--- config.mk ---
export PLATFORM = sky130hd
export DESIGN_NAME = pipeline
export DESIGN_NICKNAME = d
export VERILOG_FILES = /design/src/rtl/pipeline_pkg.sv /design/src/rtl/pipeline_if.sv /design/src/rtl/pipeline_uart.sv /design/src/rtl/pipeline.sv
export SDC_FILE = /design/constraint.sdc
export NUM_CORES = 1
export LEC_CHECK = 0
export BUFFER_PORTS_ARGS = -buffer_cell sky130_fd_sc_hd__buf_2
export CORE_MARGIN = 5
export CORE_UTILIZATION = 45
export CTS_BUF_LIST = sky130_fd_sc_hd__clkbuf_4
export DETAILED_ROUTE_END_ITERATION = 6
export PLACE_DENSITY = 0.68
export REMOVE_ABC_BUFFERS = 1
export SLEW_MARGIN = 20
export SYNTH_ARGS = -nofsm -noshare
export SYNTH_HDL_FRONTEND = slang
export SYNTH_HIERARCHICAL = 1
export SYNTH_SLANG_ARGS = --single-unit
--- constraint.sdc ---
create_clock -name sysclk -period 2.8 [get_ports sysclk]
set_clock_uncertainty 0.2 [all_clocks]
set_input_delay 0.28 -clock sysclk [delete_from_list [all_inputs] [get_ports sysclk]]
set_output_delay 0.28 -clock sysclk [all_outputs]
set_load 0.02 [all_outputs]
--- src/rtl/pipeline_pkg.sv ---
// pipeline_pkg: shared constants and types for the UART GCD board block.
//   CLK_HZ / BAUD / BIT_CYC : default clock rate, UART rate, clocks per bit
//   state_t                 : control FSM states
//   SEG_TAB / hex_seg       : hex nibble -> active-low 7-segment pattern (bit0=a .. bit6=g)
package pipeline_pkg;

    localparam int CLK_HZ  = 50_000_000;
    localparam int BAUD    = 9600;
    localparam int BIT_CYC = CLK_HZ / BAUD;

    typedef enum logic [1:0] {WAIT_A, WAIT_B, CALC, SEND} state_t;

    // Entry 15 first so that SEG_TAB[n] selects digit n.
    localparam logic [15:0][6:0] SEG_TAB = {
        7'b0001110, 7'b0000110, 7'b0100001, 7'b1000110,  // F E d C
        7'b0000011, 7'b0001000, 7'b0010000, 7'b0000000,  // b A 9 8
        7'b1111000, 7'b0000010, 7'b0010010, 7'b0011001,  // 7 6 5 4
        7'b0110000, 7'b0100100, 7'b1111001, 7'b1000000   // 3 2 1 0
    };

    function automatic logic [6:0] hex_seg(input logic [3:0] nib);
        return SEG_TAB[nib];
    endfunction

endpackage

--- src/rtl/pipeline_if.sv ---
// pipeline_if: byte-level handshake between the control logic and the UART.
//   rx_valid/rx_byte : one-cycle pulse with a received byte
//   tx_start/tx_data : request to send a byte (honoured while tx_busy is low)
//   tx_busy          : high from the start bit until the end of the stop bit
//   master = controller side, slave = UART side
interface pipeline_if;
    logic       rx_valid;
    logic [7:0] rx_byte;
    logic       tx_start;
    logic [7:0] tx_data;
    logic       tx_busy;

    modport master (input  rx_valid, rx_byte, tx_busy, output tx_start, tx_data);
    modport slave  (output rx_valid, rx_byte, tx_busy, input  tx_start, tx_data);
endinterface

--- src/rtl/pipeline_uart.sv ---
// pipeline_uart: 8N1 UART receiver and transmitter, LSB first.
//   clk, rst_n : clock, asynchronous active-low reset
//   rx_pin     : serial input (idle high), synchronised internally
//   tx_pin     : registered serial output (idle high)
//   bus        : byte handshake (slave side)
module pipeline_uart #(
    parameter int BIT_CYC = pipeline_pkg::BIT_CYC
) (
    input  logic      clk,
    input  logic      rst_n,
    input  logic      rx_pin,
    output logic      tx_pin,
    pipeline_if.slave bus
);
    localparam int CW = $clog2(BIT_CYC);
    localparam logic [CW-1:0] FULL_M1 = CW'(BIT_CYC - 1);
    localparam logic [CW-1:0] HALF_M1 = CW'(BIT_CYC / 2 - 1);

    typedef enum logic [1:0] {RX_IDLE, RX_START, RX_DATA, RX_STOP} rx_state_t;

    // ---------------- receiver ----------------
    logic          rx_m, rx_s, rx_prev;
    rx_state_t     rx_state_q, rx_state_d;
    logic [CW-1:0] rx_cnt_q, rx_cnt_d;
    logic [2:0]    rx_bit_q, rx_bit_d;
    logic [7:0]    rx_sh_q, rx_sh_d;
    logic          rx_vld_q, rx_vld_d;

    always_ff @(posedge clk or negedge rst_n) begin
        if (!rst_n) begin
            rx_m       <= 1'b1;
            rx_s       <= 1'b1;
            rx_prev    <= 1'b1;
            rx_state_q <= RX_IDLE;
            rx_cnt_q   <= '0;
            rx_bit_q   <= '0;
            rx_sh_q    <= '0;
            rx_vld_q   <= 1'b0;
        end else begin
            rx_m       <= rx_pin;
            rx_s       <= rx_m;
            rx_prev    <= rx_s;
            rx_state_q <= rx_state_d;
            rx_cnt_q   <= rx_cnt_d;
            rx_bit_q   <= rx_bit_d;
            rx_sh_q    <= rx_sh_d;
            rx_vld_q   <= rx_vld_d;
        end
    end

    always_comb begin
        rx_state_d = rx_state_q;
        rx_cnt_d   = rx_cnt_q + CW'(1);
        rx_bit_d   = rx_bit_q;
        rx_sh_d    = rx_sh_q;
        rx_vld_d   = 1'b0;
        case (rx_state_q)
            RX_IDLE: begin
                rx_cnt_d = '0;
                if (rx_prev && !rx_s) rx_state_d = RX_START;
            end
            RX_START: begin
                // Mid-start re-check rejects glitches shorter than half a bit.
                if (rx_cnt_q == HALF_M1) begin
                    rx_cnt_d   = '0;
                    rx_bit_d   = '0;
                    rx_state_d = rx_s ? RX_IDLE : RX_DATA;
                end
            end
            RX_DATA: begin
                if (rx_cnt_q == FULL_M1) begin
                    rx_cnt_d = '0;
                    rx_sh_d  = {rx_s, rx_sh_q[7:1]};
                    rx_bit_d = rx_bit_q + 3'd1;
                    if (rx_bit_q == 3'd7) rx_state_d = RX_STOP;
                end
            end
            RX_STOP: begin
                // A low stop bit is a framing error: drop the byte silently.
                if (rx_cnt_q == FULL_M1) begin
                    rx_state_d = RX_IDLE;
                    rx_vld_d   = rx_s;
                end
            end
            default: rx_state_d = RX_IDLE;
        endcase
    end

    // rx_sh_q holds still from the stop bit until the next start bit.
    assign bus.rx_valid = rx_vld_q;
    assign bus.rx_byte  = rx_sh_q;

    // ---------------- transmitter ----------------
    logic [CW-1:0] tx_cnt;
    logic [3:0]    tx_bit;
    logic [8:0]    tx_sh;
    logic          tx_busy_q;

    // tx_bit counts the frame slot currently on the line: 0 = start, 9 = stop.
    always_ff @(posedge clk or negedge rst_n) begin
        if (!rst_n) begin
            tx_pin    <= 1'b1;
            tx_busy_q <= 1'b0;
            tx_cnt    <= '0;
            tx_bit    <= '0;
            tx_sh     <= '0;
        end else if (!tx_busy_q) begin
            if (bus.tx_start) begin
                tx_pin    <= 1'b0;
                tx_busy_q <= 1'b1;
                tx_sh     <= {1'b1, bus.tx_data};
                tx_cnt    <= '0;
                tx_bit    <= '0;
            end
        end else if (tx_cnt == FULL_M1) begin
            tx_cnt <= '0;
            if (tx_bit == 4'd9) begin
                tx_busy_q <= 1'b0;
            end else begin
                tx_pin <= tx_sh[0];
                tx_sh  <= {1'b1, tx_sh[8:1]};
                tx_bit <= tx_bit + 4'd1;
            end
        end else begin
            tx_cnt <= tx_cnt + CW'(1);
        end
    end

    assign bus.tx_busy = tx_busy_q;

endmodule

--- src/rtl/pipeline.sv ---
// pipeline: board top. Receives operands A and B over UART, computes gcd(A,B)
// by repeated subtraction, shows values on LEDs / 7-segment digits and sends
// the result back over UART.
//   sysclk, reset    : system clock, asynchronous active-low reset
//   UART_RX, UART_TX : 8N1 serial in / out
//   switch[0]        : led source (1 = operand B, 0 = result)
//   led              : selected byte
//   digi1/digi2      : operand A high/low nibble, digi3/digi4 : result high/low
module pipeline #(
    parameter int CLK_HZ = pipeline_pkg::CLK_HZ,
    parameter int BAUD   = pipeline_pkg::BAUD
) (
    input  logic       sysclk,
    input  logic       reset,
    input  logic [7:0] switch,
    input  logic       UART_RX,
    output logic       UART_TX,
    output logic [7:0] led,
    output logic [6:0] digi1,
    output logic [6:0] digi2,
    output logic [6:0] digi3,
    output logic [6:0] digi4
);
    import pipeline_pkg::*;

    pipeline_if bus ();

    pipeline_uart #(.BIT_CYC(CLK_HZ / BAUD)) u_uart (
        .clk    (sysclk),
        .rst_n  (reset),
        .rx_pin (UART_RX),
        .tx_pin (UART_TX),
        .bus    (bus.slave)
    );

    state_t     state_q, state_d;
    logic [7:0] a_q, a_d, b_q, b_d, x_q, x_d, y_q, y_d, res_q, res_d;
    logic       fired_q, fired_d;   // tx_start already issued in this SEND
    logic       tx_start;

    always_ff @(posedge sysclk or negedge reset) begin
        if (!reset) begin
            state_q <= WAIT_A;
            a_q     <= '0;
            b_q     <= '0;
            x_q     <= '0;
            y_q     <= '0;
            res_q   <= '0;
            fired_q <= 1'b0;
        end else begin
            state_q <= state_d;
            a_q     <= a_d;
            b_q     <= b_d;
            x_q     <= x_d;
            y_q     <= y_d;
            res_q   <= res_d;
            fired_q <= fired_d;
        end
    end

    // Bytes arriving in CALC/SEND are ignored simply by not looking at rx_valid.
    always_comb begin
        state_d  = state_q;
        a_d      = a_q;
        b_d      = b_q;
        x_d      = x_q;
        y_d      = y_q;
        res_d    = res_q;
        fired_d  = fired_q;
        tx_start = 1'b0;
        case (state_q)
            WAIT_A: begin
                if (bus.rx_valid) begin
                    a_d     = bus.rx_byte;
                    state_d = WAIT_B;
                end
            end
            WAIT_B: begin
                if (bus.rx_valid) begin
                    b_d     = bus.rx_byte;
                    x_d     = a_q;
                    y_d     = bus.rx_byte;
                    res_d   = '0;
                    state_d = CALC;
                end
            end
            CALC: begin
                fired_d = 1'b0;
                if (x_q == 8'd0) begin
                    res_d   = y_q;
                    state_d = SEND;
                end else if (y_q == 8'd0 || x_q == y_q) begin
                    res_d   = x_q;
                    state_d = SEND;
                end else if (x_q > y_q) begin
                    x_d = x_q - y_q;
                end else begin
                    y_d = y_q - x_q;
                end
            end
            SEND: begin
                if (!fired_q) begin
                    tx_start = 1'b1;
                    fired_d  = 1'b1;
                end else if (!bus.tx_busy) begin
                    state_d = WAIT_A;
                end
            end
            default: state_d = WAIT_A;
        endcase
    end

    assign bus.tx_start = tx_start;
    assign bus.tx_data  = res_q;

    assign led   = switch[0] ? b_q : res_q;
    assign digi1 = hex_seg(a_q[7:4]);
    assign digi2 = hex_seg(a_q[3:0]);
    assign digi3 = hex_seg(res_q[7:4]);
    assign digi4 = hex_seg(res_q[3:0]);

    logic sw_unused;
    assign sw_unused = ^switch[7:1];

endmodule

==> results.md, run 1 <==
- First-pass GRT wire length: 25900 um
- Root buffer cell: clkbuf_4
- Distinct cell type count after synthesis: 72
- Storage cell area: 2530 sq um
- Finish-stage setup viols: 0
- Most frequent cells in the layout: dfrtp_1 (96), nand2_1 (65), o21ai_0 (57)
- Total gr overflow: 0
- Total CTS buffers: 9
- Via density: 5.75
- Max VDD drop: 0.240 mV
- Area of the mapped netlist: 6710 sq um
- Ys flop type: dfrtp_1
- Die width: 132 um
- Fin crit share: 0.966
- IO buf count: 40
- Final Wtd Congestion: 0.852
- Startpoint Class: flop
- Post-Syn Instances: 712
- Vias: 5469
- DIE HEIGHT: 132 um
- Clock buffer depth: 2
- I/O pins: 48
- Skew-Pair Late Insertion Delay: 0.46 ns
- Crit path required time: 2.32 ns
- Hold slack: 0.116 ns
- Area delta synth->final: 9.74%
- Fill cells: 1318
- Max Fclk: 0.370 GHz
- Number of synthesized flops with an enable pin: 0
- Post-route ant nets: 0
- Max FO, Critical Path: 8
- Ys Warns: 6
- Commonest non-fill, non-tap cell in the layout: dfrtp_1
- Leakage: 3.33 nW
- CTS tree: yes
- Multi-input logic area: 3880 sq um
- Ys async rst share: 1.00
- CP Capture Type: output pin
- Status: complete, no violations
- Sink Count: 101
- Nets: 824
- Total GRT Usage: 0.175
- Initial antenna violation count: 1
- # DRC: 0
- Final core occ: 0.505
- Post-DP HPWL: 11000 um
- Area of the core: 14600 sq um
- Power per cell area: 321 nW/um^2
- Avg Cell Area, Syn: 9.42 sq um
- Fraction of layout cells with a size suffix above 1: 0.185
- Slew headroom: 0.593
- Worst hold path type: in -> async
- DIE AREA: 17500 sq um
- Max Cap Violations: 0
- Post-route minimum period: 2.70 ns
- Number of global-route vias before repair: 5305
- Actual slew at the worst max-slew pin: 0.609 ns
- Post-synthesis sequential area ratio: 0.377
- Critical Path AT: 2.22 ns
- H-tree depth: 3
- Mean routed wirelength per cell: 15.9 um
- Yosys reg bits: 101
- Starting DRT DRC Count: 252
- Pre-antenna DRT Iters: 5
- Starting Density: 0.460
- Row cnt: 44
- Final slew viol count: 0
- Critical path type: reg -> out
- Final wirelength: 15100 um
- Largest net degree at the start of global routing: 47
- Fin. Hold Viols: 0
- Worst-path clk slew: 0.15 ns
==> cells in the mapped netlist (3+ instances only) <==
| cell | n | area share |
|---|---|---|
| dfrtp_1 | 97 | 0.36 |
| nand2_1 | 65 | 0.036 |
| o21ai_0 | 57 | 0.043 |
| ha_1 | 50 | 0.093 |
| a21oi_1 | 49 | 0.037 |
| inv_1 | 46 | 0.026 |
| nor2_1 | 45 | 0.025 |
| mux2i_1 | 31 | 0.046 |
| mux2_2 | 27 | 0.045 |
| clkbuf_1 | 24 | 0.013 |
| nor3_1 | 20 | 0.015 |
| nand3_1 | 17 | 0.013 |
| nor2b_1 | 15 | 0.014 |
| xnor2_1 | 10 | 0.013 |
| a21o_1 | 9 | 0.010 |
| a31oi_1 | 9 | 0.0084 |
| o31ai_1 | 8 | 0.0090 |
| nand4_1 | 7 | 0.0065 |
| a22o_1 | 6 | 0.0078 |
| nand2b_1 | 6 | 0.0056 |
| o21a_1 | 6 | 0.0067 |
| or3_1 | 6 | 0.0056 |
| mux2_4 | 5 | 0.011 |
| a211oi_1 | 4 | 0.0045 |
| and3_1 | 4 | 0.0037 |
| dfstp_2 | 4 | 0.016 |
| nor4_1 | 4 | 0.0037 |
| o31a_1 | 4 | 0.0052 |
| or4b_1 | 4 | 0.0060 |
| a221oi_1 | 3 | 0.0039 |
| mux4_2 | 3 | 0.010 |
| nand3b_1 | 3 | 0.0034 |
| nor3b_1 | 3 | 0.0034 |
| o211ai_1 | 3 | 0.0034 |
| o22ai_1 | 3 | 0.0028 |
| or3b_2 | 3 | 0.0039 |
| or4_1 | 3 | 0.0034 |
| or4_4 | 3 | 0.0050 |
| xor2_1 | 3 | 0.0039 |
==> sequential cells by signal, indices dropped and copies added, names as in the netlist, named ones only <==
| name | count |
|---|---|
| u_uart/tx_sh | 9 |
| u_uart/rx_state_q | 1 |
| u_uart/tx_cnt | 13 |
| x_q | 8 |
| u_uart/tx_pin | 1 |
| u_uart/rx_cnt_q | 13 |
| b_q | 8 |
| bus.tx_data | 8 |
| u_uart/bus.tx_busy | 1 |
| u_uart/tx_bit | 4 |
| u_uart/rx_s | 1 |
| state_q | 2 |
| u_uart/bus.rx_byte | 8 |
| y_q | 8 |
| u_uart/bus.rx_valid | 1 |
| u_uart/rx_m | 1 |
| u_uart/rx_prev | 1 |
| fired_q | 1 |
| a_q | 8 |
| u_uart/rx_bit_q | 3 |
==> layer usage <==
metal	global-route usage	vias up	wire, um
met5	0	-	0
met4	0.0571	0	249
met3	0.0271	21	636
met2	0.280	132	6890
met1	0.244	2662	7340
li1	-	2654	-
==> report_power, final <==
part | switching, mW | internal, mW
clock network | 0.477 | 0.196
logic | 0.0883 | 0.0527
registers | 0.0538 | 1.50
==> cells by family after synthesis <==
family,share of synthesized area
simple gates,0.176
compound gates,0.169
flops,0.377
buf+inv,0.0457
mux,0.116
fa+ha+maj,0.0992
xor+xnor,0.0170
==> what timing repair did <==
action	CTS	global route
gates resized for setup	0	4
endpoints found under the setup margin	0	17
hold buffers	2	0
endpoints found under the hold margin	79	0
buffers inserted	0	6
==> layout make-up <==
cell class	count	area share
multi-input cells	534	0.527
repair buffers	68	0.0585
diodes	1	0.000340
clock buffers	11	0.0112
well taps	184	0.0313
flip-flops and latches	101	0.344
clock inverters	5	0.00374
inverters	47	0.0240
==> critical path: stages (launching register included) <==
cell and delay, ns:
dfrtp_1 0.56, inv_1 0.19, ha_1 0.32, inv_1 0.05, mux4_2 0.48, buf_2 0.18
==> through the flow <==
step,instances,setup slack [ns],power [mW],instance area [sq um],setup TNS (ns)
final,951,0.0964,2.37,7360,0
after global routing,951,-0.0176,2.49,7360,-0.0452
after CTS,944,0.00319,2.40,7300,0
after detailed placement,926,0.166,1.72,7170,0
after global placement,926,0.177,1.71,7170,0
after floorplan,682,0.154,1.65,6580,0
==> path summary, 6_finish.rpt <==
path | start | to | slack [ns] | cells past startpoint
setup / recovery | bus.tx_data[4]$_DFFE_PN0P_ | digi3[3] | 0.1 | 5
hold / removal | reset | x_q[3]$_DFFE_PN0P_ | 0.12 | 2
setup reg to reg | x_q[0]$_DFFE_PN0P_ | x_q[7]$_DFFE_PN0P_ | 0.11 | 10
hold reg to reg | u_uart/rx_m$_DFF_PN1_ | u_uart/rx_s$_DFF_PN1_ | 0.17 | 0
max in group asynchronous | reset | u_uart/rx_s$_DFF_PN1_ | 1.56 | 3
min in group sysclk | u_uart/rx_m$_DFF_PN1_ | u_uart/rx_s$_DFF_PN1_ | 0.17 | 0
Note: power is estimated with default switching activity, not from simulation.
==> run 2, diff against run 1 <==
MAX_ROUTING_LAYER = met4   (was not set)
==> run 2 against run 1 <==
Effect of this change:
- largest cell class unchanged
- sequential power barely moved
- combinational power barely moved
- total power fell by 0.18%
- critical path type unchanged
- critical endpoint unchanged
- highest routed layer unchanged
- utilization did not move
- via count barely moved
- register-to-register slack barely moved
- count of clock-buffer cells in the layout did not move
- first-iteration DRC count rose by 13%
- worst hold slack improved by 0.00061 ns
- global-route usage rose by 0.51 points
- sequential cell count did not move
==> results.md, run 2 (synthesis gave the netlist of run 1 again) <==
- Max Cap Violations: 0
- CP Capture Type: output pin
- Total GRT Usage: 0.180
- Startpoint Class: flop
- H-tree depth: 3
- Top delay family on crit path: flip-flops
- Largest net degree at the start of global routing: 47
- Most common cell on crit path: inv_1
- Nets: 824
- Flop pwr share: 0.657
- Fill cells: 1318
- Clock power share: 0.283
- Area delta synth->final: 9.74%
- Critical path type: reg -> out
- Max Fclk: 0.371 GHz
- Top Registers: u_uart/rx_cnt_q: 13 flops, u_uart/tx_cnt: 13 flops, u_uart/tx_sh: 9 flops
- Fin. Hold Viols: 0
- # placed instances: 926
- DIE AREA: 17500 sq um
- Final wirelength: 15100 um
- Final Cell Area: 7360 sq um
- Pre-antenna DRT Iters: 5
- Status: complete, no violations
- CP max stage cell: dfrtp_1
- Sw Share: 0.260
- Sink Count: 101
- Max FO, Critical Path: 8
- Placed inst area: 7170 sq um
- Root buffer cell: clkbuf_4
- Fraction of layout cells with a size suffix above 1: 0.185
- Worst path buffer plus inverter count: 3
- Final Wtd Congestion: 0.866
- Max stage delay on crit path: 0.55 ns
- Final core occ: 0.505
- Comb pwr share: 0.060
- IO buf count: 40
- Row cnt: 44
- Ordered list of cells on the worst path: inv_1 -> ha_1 -> inv_1 -> mux4_2 -> buf_2
- Actual slew at the worst max-slew pin: 0.621 ns
- Starting DRT DRC Count: 284
- Post-DP HPWL: 11000 um
- DIE HEIGHT: 132 um
- Clock buffer depth: 2
- Post-route minimum period: 2.69 ns
- Mean routed wirelength per cell: 15.9 um
- I/O pins: 48
- Area of the core: 14600 sq um
- Sw Pwr: 0.615 mW
- Fin crit share: 0.961
- CTS tree: yes
- Commonest non-fill, non-tap cell in the layout: dfrtp_1
- First-pass GRT wire length: 25900 um
- Total gr overflow: 0
- Leakage: 3.33 nW
- Critical Path AT: 2.21 ns
- Skew-Pair Late Insertion Delay: 0.46 ns
- Total CTS buffers: 9
- Number of global-route vias before repair: 5322
- Max VDD drop: 0.240 mV
- Setup TNS: 0 ns
- Internal power: 1.75 mW
- Vias: 5465
- Crit path required time: 2.32 ns
- Via density: 5.75
- Worst-path clk slew: 0.14 ns
- Finish-stage setup viols: 0
- Post-route ant nets: 0
- Initial antenna violation count: 1
- Most frequent cells in the layout: dfrtp_1 (96), nand2_1 (65), o21ai_0 (57)
- Worst hold path type: in -> async
- Final slew viol count: 0
- Starting Density: 0.460
- Power per cell area: 321 nW/um^2
- Die width: 132 um
- Slew headroom: 0.585
- Fin cells: 951
- # DRC: 0
run 2: cell counts in the layout (fill, tap and decap cells not counted):
No cell type changed its count.
run 2: path summary, 6_finish.rpt:
check,end,slack (ns),start,depth (start not counted)
worst max-delay path,digi3[3],0.11,bus.tx_data[4]$_DFFE_PN0P_,5
worst min-delay path,x_q[3]$_DFFE_PN0P_,0.12,reset,2
worst max register to register,x_q[7]$_DFFE_PN0P_,0.11,x_q[0]$_DFFE_PN0P_,10
worst min register to register,u_uart/rx_s$_DFF_PN1_,0.17,u_uart/rx_m$_DFF_PN1_,0
max in group asynchronous,u_uart/rx_s$_DFF_PN1_,1.57,reset,3
min in group sysclk,u_uart/rx_s$_DFF_PN1_,0.17,u_uart/rx_m$_DFF_PN1_,0
run 2: final cells by class:
type	count	area [sq um]	share of cell area
well taps	184	230	0.0313
multi-input cells	534	3880	0.527
diodes	1	2.50	0.000340
clock inverters	5	27.5	0.00374
clock buffers	11	82.6	0.0112
inverters	47	176	0.0240
flip-flops and latches	101	2530	0.344
repair buffers	68	430	0.0585
run 2: per-stage QoR:
stage                     hold WS (ns)  setup slack [ns]  total power, mW
after global routing             0.135           -0.0176             2.49
after detailed placement        0.0807             0.166             1.72
after CTS                       0.0926           0.00319             2.40
after floorplan                 -0.216             0.154             1.65
final                            0.116             0.108             2.36
after global placement          0.0703             0.177             1.71
run 2: power by group through the flow:
stage          logic [mW]  registers [mW]  clock network, mW
2_1_floorplan      0.0813            1.56                  0
3_3_place_gp        0.133            1.57                  0
3_5_place_dp        0.142            1.58                  0
4_1_cts             0.145            1.55              0.705
5_1_grt             0.167            1.56              0.767
6_report            0.141            1.55              0.670
run 2: routing by layer:
| metal | track usage | wire length, um | vias to the layer above |
|---|---|---|---|
| met5 | - | 0 | - |
| met3 | 0.0256 | 661 | 17 |
| met4 | 0.0571 | 203 | 0 |
| met2 | 0.280 | 6980 | 134 |
| li1 | - | - | 2651 |
| met1 | 0.244 | 7250 | 2663 |
run 2: what timing repair did:
item / in CTS / in global routing
resized for setup: 0 / 4
buffers inserted: 0 / 6
hold buffers: 2 / 0
hold endpoints to repair: 79 / 0
setup endpoints to repair: 0 / 18
==> run 3, diff against run 2 <==
CORE_UTILIZATION = 60   (was 45)
PLACE_DENSITY = 0.85   (was 0.68)
==> run 3 against run 2 <==
Effect of this change:
- die area down 23%
- count of clock-buffer cells in the layout down 1
- maximum frequency is 3.6% lower
- critical path type is now reg -> reg
- largest cell class unchanged
- largest power group unchanged
- highest routed layer unchanged
==> results.md, run 3 (synthesis gave the netlist of run 1 again) <==
- Fin. Hold Viols: 0
- I/O pins: 48
- Most frequent cells in the layout: dfrtp_1 (94), nand2_1 (65), o21ai_0 (57)
- Nets: 818
- Area delta synth->final: 8.54%
- # DRC: 0
- Final slew viol count: 0
- Final Wtd Congestion: 0.891
- Finish-stage setup viols: 0
- Cells on worst reg2reg path: 9
- Power per cell area: 335 nW/um^2
- Worst hold path type: in -> async
- Critical path type: reg -> reg
- N_diodes: 0
- Mean routed wirelength per cell: 17.0 um
- Initial antenna violation count: 0
- FF-to-FF End: y_q[6]$_DFFE_PN0P_
- Starting Density: 0.616
- Die width: 116 um
- FF-to-FF setup slack: 0.009 ns
- Crit path required time: 2.93 ns
- Post-route minimum period: 2.79 ns
- Root buffer cell: clkbuf_4
- Number of global-route vias before repair: 5449
- Top Registers: u_uart/rx_cnt_q: 13 flops, u_uart/tx_cnt: 13 flops, u_uart/tx_sh: 9 flops
- Status: complete, no violations
- Largest net degree at the start of global routing: 65
- Starting DRT DRC Count: 325
- Fin crit share: 0.997
- Reg2reg start: x_q[0]$_DFFE_PN0P_
- Startpoint Class: flop
- H-tree depth: 3
- Total gr overflow: 0
- Critical Path AT: 2.93 ns
- Final wirelength: 15300 um
- Vias: 5535
- First-pass GRT wire length: 25500 um
- Slew headroom: 0.584
- Hold slack: 0.122 ns
- Final Cell Area: 7280 sq um
- Leakage: 3.31 nW
- Actual slew at the worst max-slew pin: 0.623 ns
- DIE HEIGHT: 116 um
- Post-route ant nets: 0
- Skew-Pair Late Insertion Delay: 0.45 ns
- CP Capture Type: flop
- Via density: 6.15
- IO buf count: 40
- Max VDD drop: 0.258 mV
- DIE AREA: 13400 sq um
- Post-placement setup slack: 0.0788 ns
- Worst Slack Setup Final: 0.00855 ns
- Row cnt: 38
- Clock buffer depth: 2
- Worst-path clk slew: 0.15 ns
- CTS tree: yes
- Placed inst area: 7100 sq um
- Total CTS buffers: 9
- Pre-antenna DRT Iters: 5
- Post-DP HPWL: 11000 um
- Fraction of layout cells with a size suffix above 1: 0.178
- Max Cap Violations: 0
- Max Fclk: 0.358 GHz
- Commonest non-fill, non-tap cell in the layout: dfrtp_1
- Area of the core: 10900 sq um
- Sink Count: 101
- Max FO, Critical Path: 5
- Total GRT Usage: 0.241
==> run 3: power breakdown <==
part | switching [mW] | total, mW | internal (mW)
logic | 0.0881 | 0.139 | 0.0510
clock network | 0.470 | 0.752 | 0.282
registers | 0.0516 | 1.55 | 1.50
total | 0.610 | 2.44 | 1.83
==> run 3: metal layers <==
metal / track usage / up-vias / part of all wire
met5: - / - / 0
met2: 0.390 / 162 / 0.49
met1: 0.315 / 2730 / 0.44
li1: - / 2619 / -
met3: 0.0439 / 24 / 0.052
met4: 0.0634 / 0 / 0.018
==> run 3: worst max-delay path by stage <==
| stage | start | to | slack [ns] | cells after the start |
|---|---|---|---|---|
| finish | x_q[0]$_DFFE_PN0P_ | y_q[6]$_DFFE_PN0P_ | 0.009 | 9 |
| CTS | bus.tx_data[4]$_DFFE_PN0P_ | digi3[3] | 0.01 | 5 |
| global placement | x_q[0]$_DFFE_PN0P_ | x_q[7]$_DFFE_PN0P_ | 0.20 | 9 |
| floorplan | x_q[6]$_DFFE_PN0P_ | y_q[1]$_DFFE_PN0P_ | 0.15 | 8 |
| detailed placement | x_q[0]$_DFFE_PN0P_ | y_q[6]$_DFFE_PN0P_ | 0.08 | 9 |
| global route | x_q[0]$_DFFE_PN0P_ | y_q[5]$_DFFE_PN0P_ | -0.08 | 10 |
==> run 3: timing repair <==
| item | in CTS | in global routing |
|---|---|---|
| hold endpoints to repair | 38 | 0 |
| setup buffers | 0 | 3 |
| endpoints found under the setup margin | 0 | 14 |
| hold buffers | 2 | 0 |
| gates resized for setup | 0 | 3 |
==> run 3: area by class of cell <==
class,count,area [sq um]
Inverter,47,176
Clock inverter,6,63.8
Clock buffer,10,75.1
Fill cell,825,3610
Timing Repair Buffer,62,385
Multi-Input combinational cell,534,3870
Tap cell,140,175
Sequential cell,101,2540
==> run 3: stage by stage <==
stage	setup TNS (ns)	power, mW	utilization	std cells
finish	0	2.44	0.669	900
global route	-0.524	2.56	0.669	900
floorplan	0	1.65	-	682
detailed placement	0	1.71	0.652	879
global placement	0	1.70	0.652	879
CTS	0	2.46	0.666	897
==> run 3: critical path, stage by stage, from the launching register on <==
cell	delay, ns
dfrtp_1	0.41
inv_1	0.08
ha_1	0.23
fa_1	0.40
nor2b_1	0.20
o31a_1	0.25
o41ai_4	0.11
a21oi_1	0.21
a21o_1	0.24
mux2_1	0.35
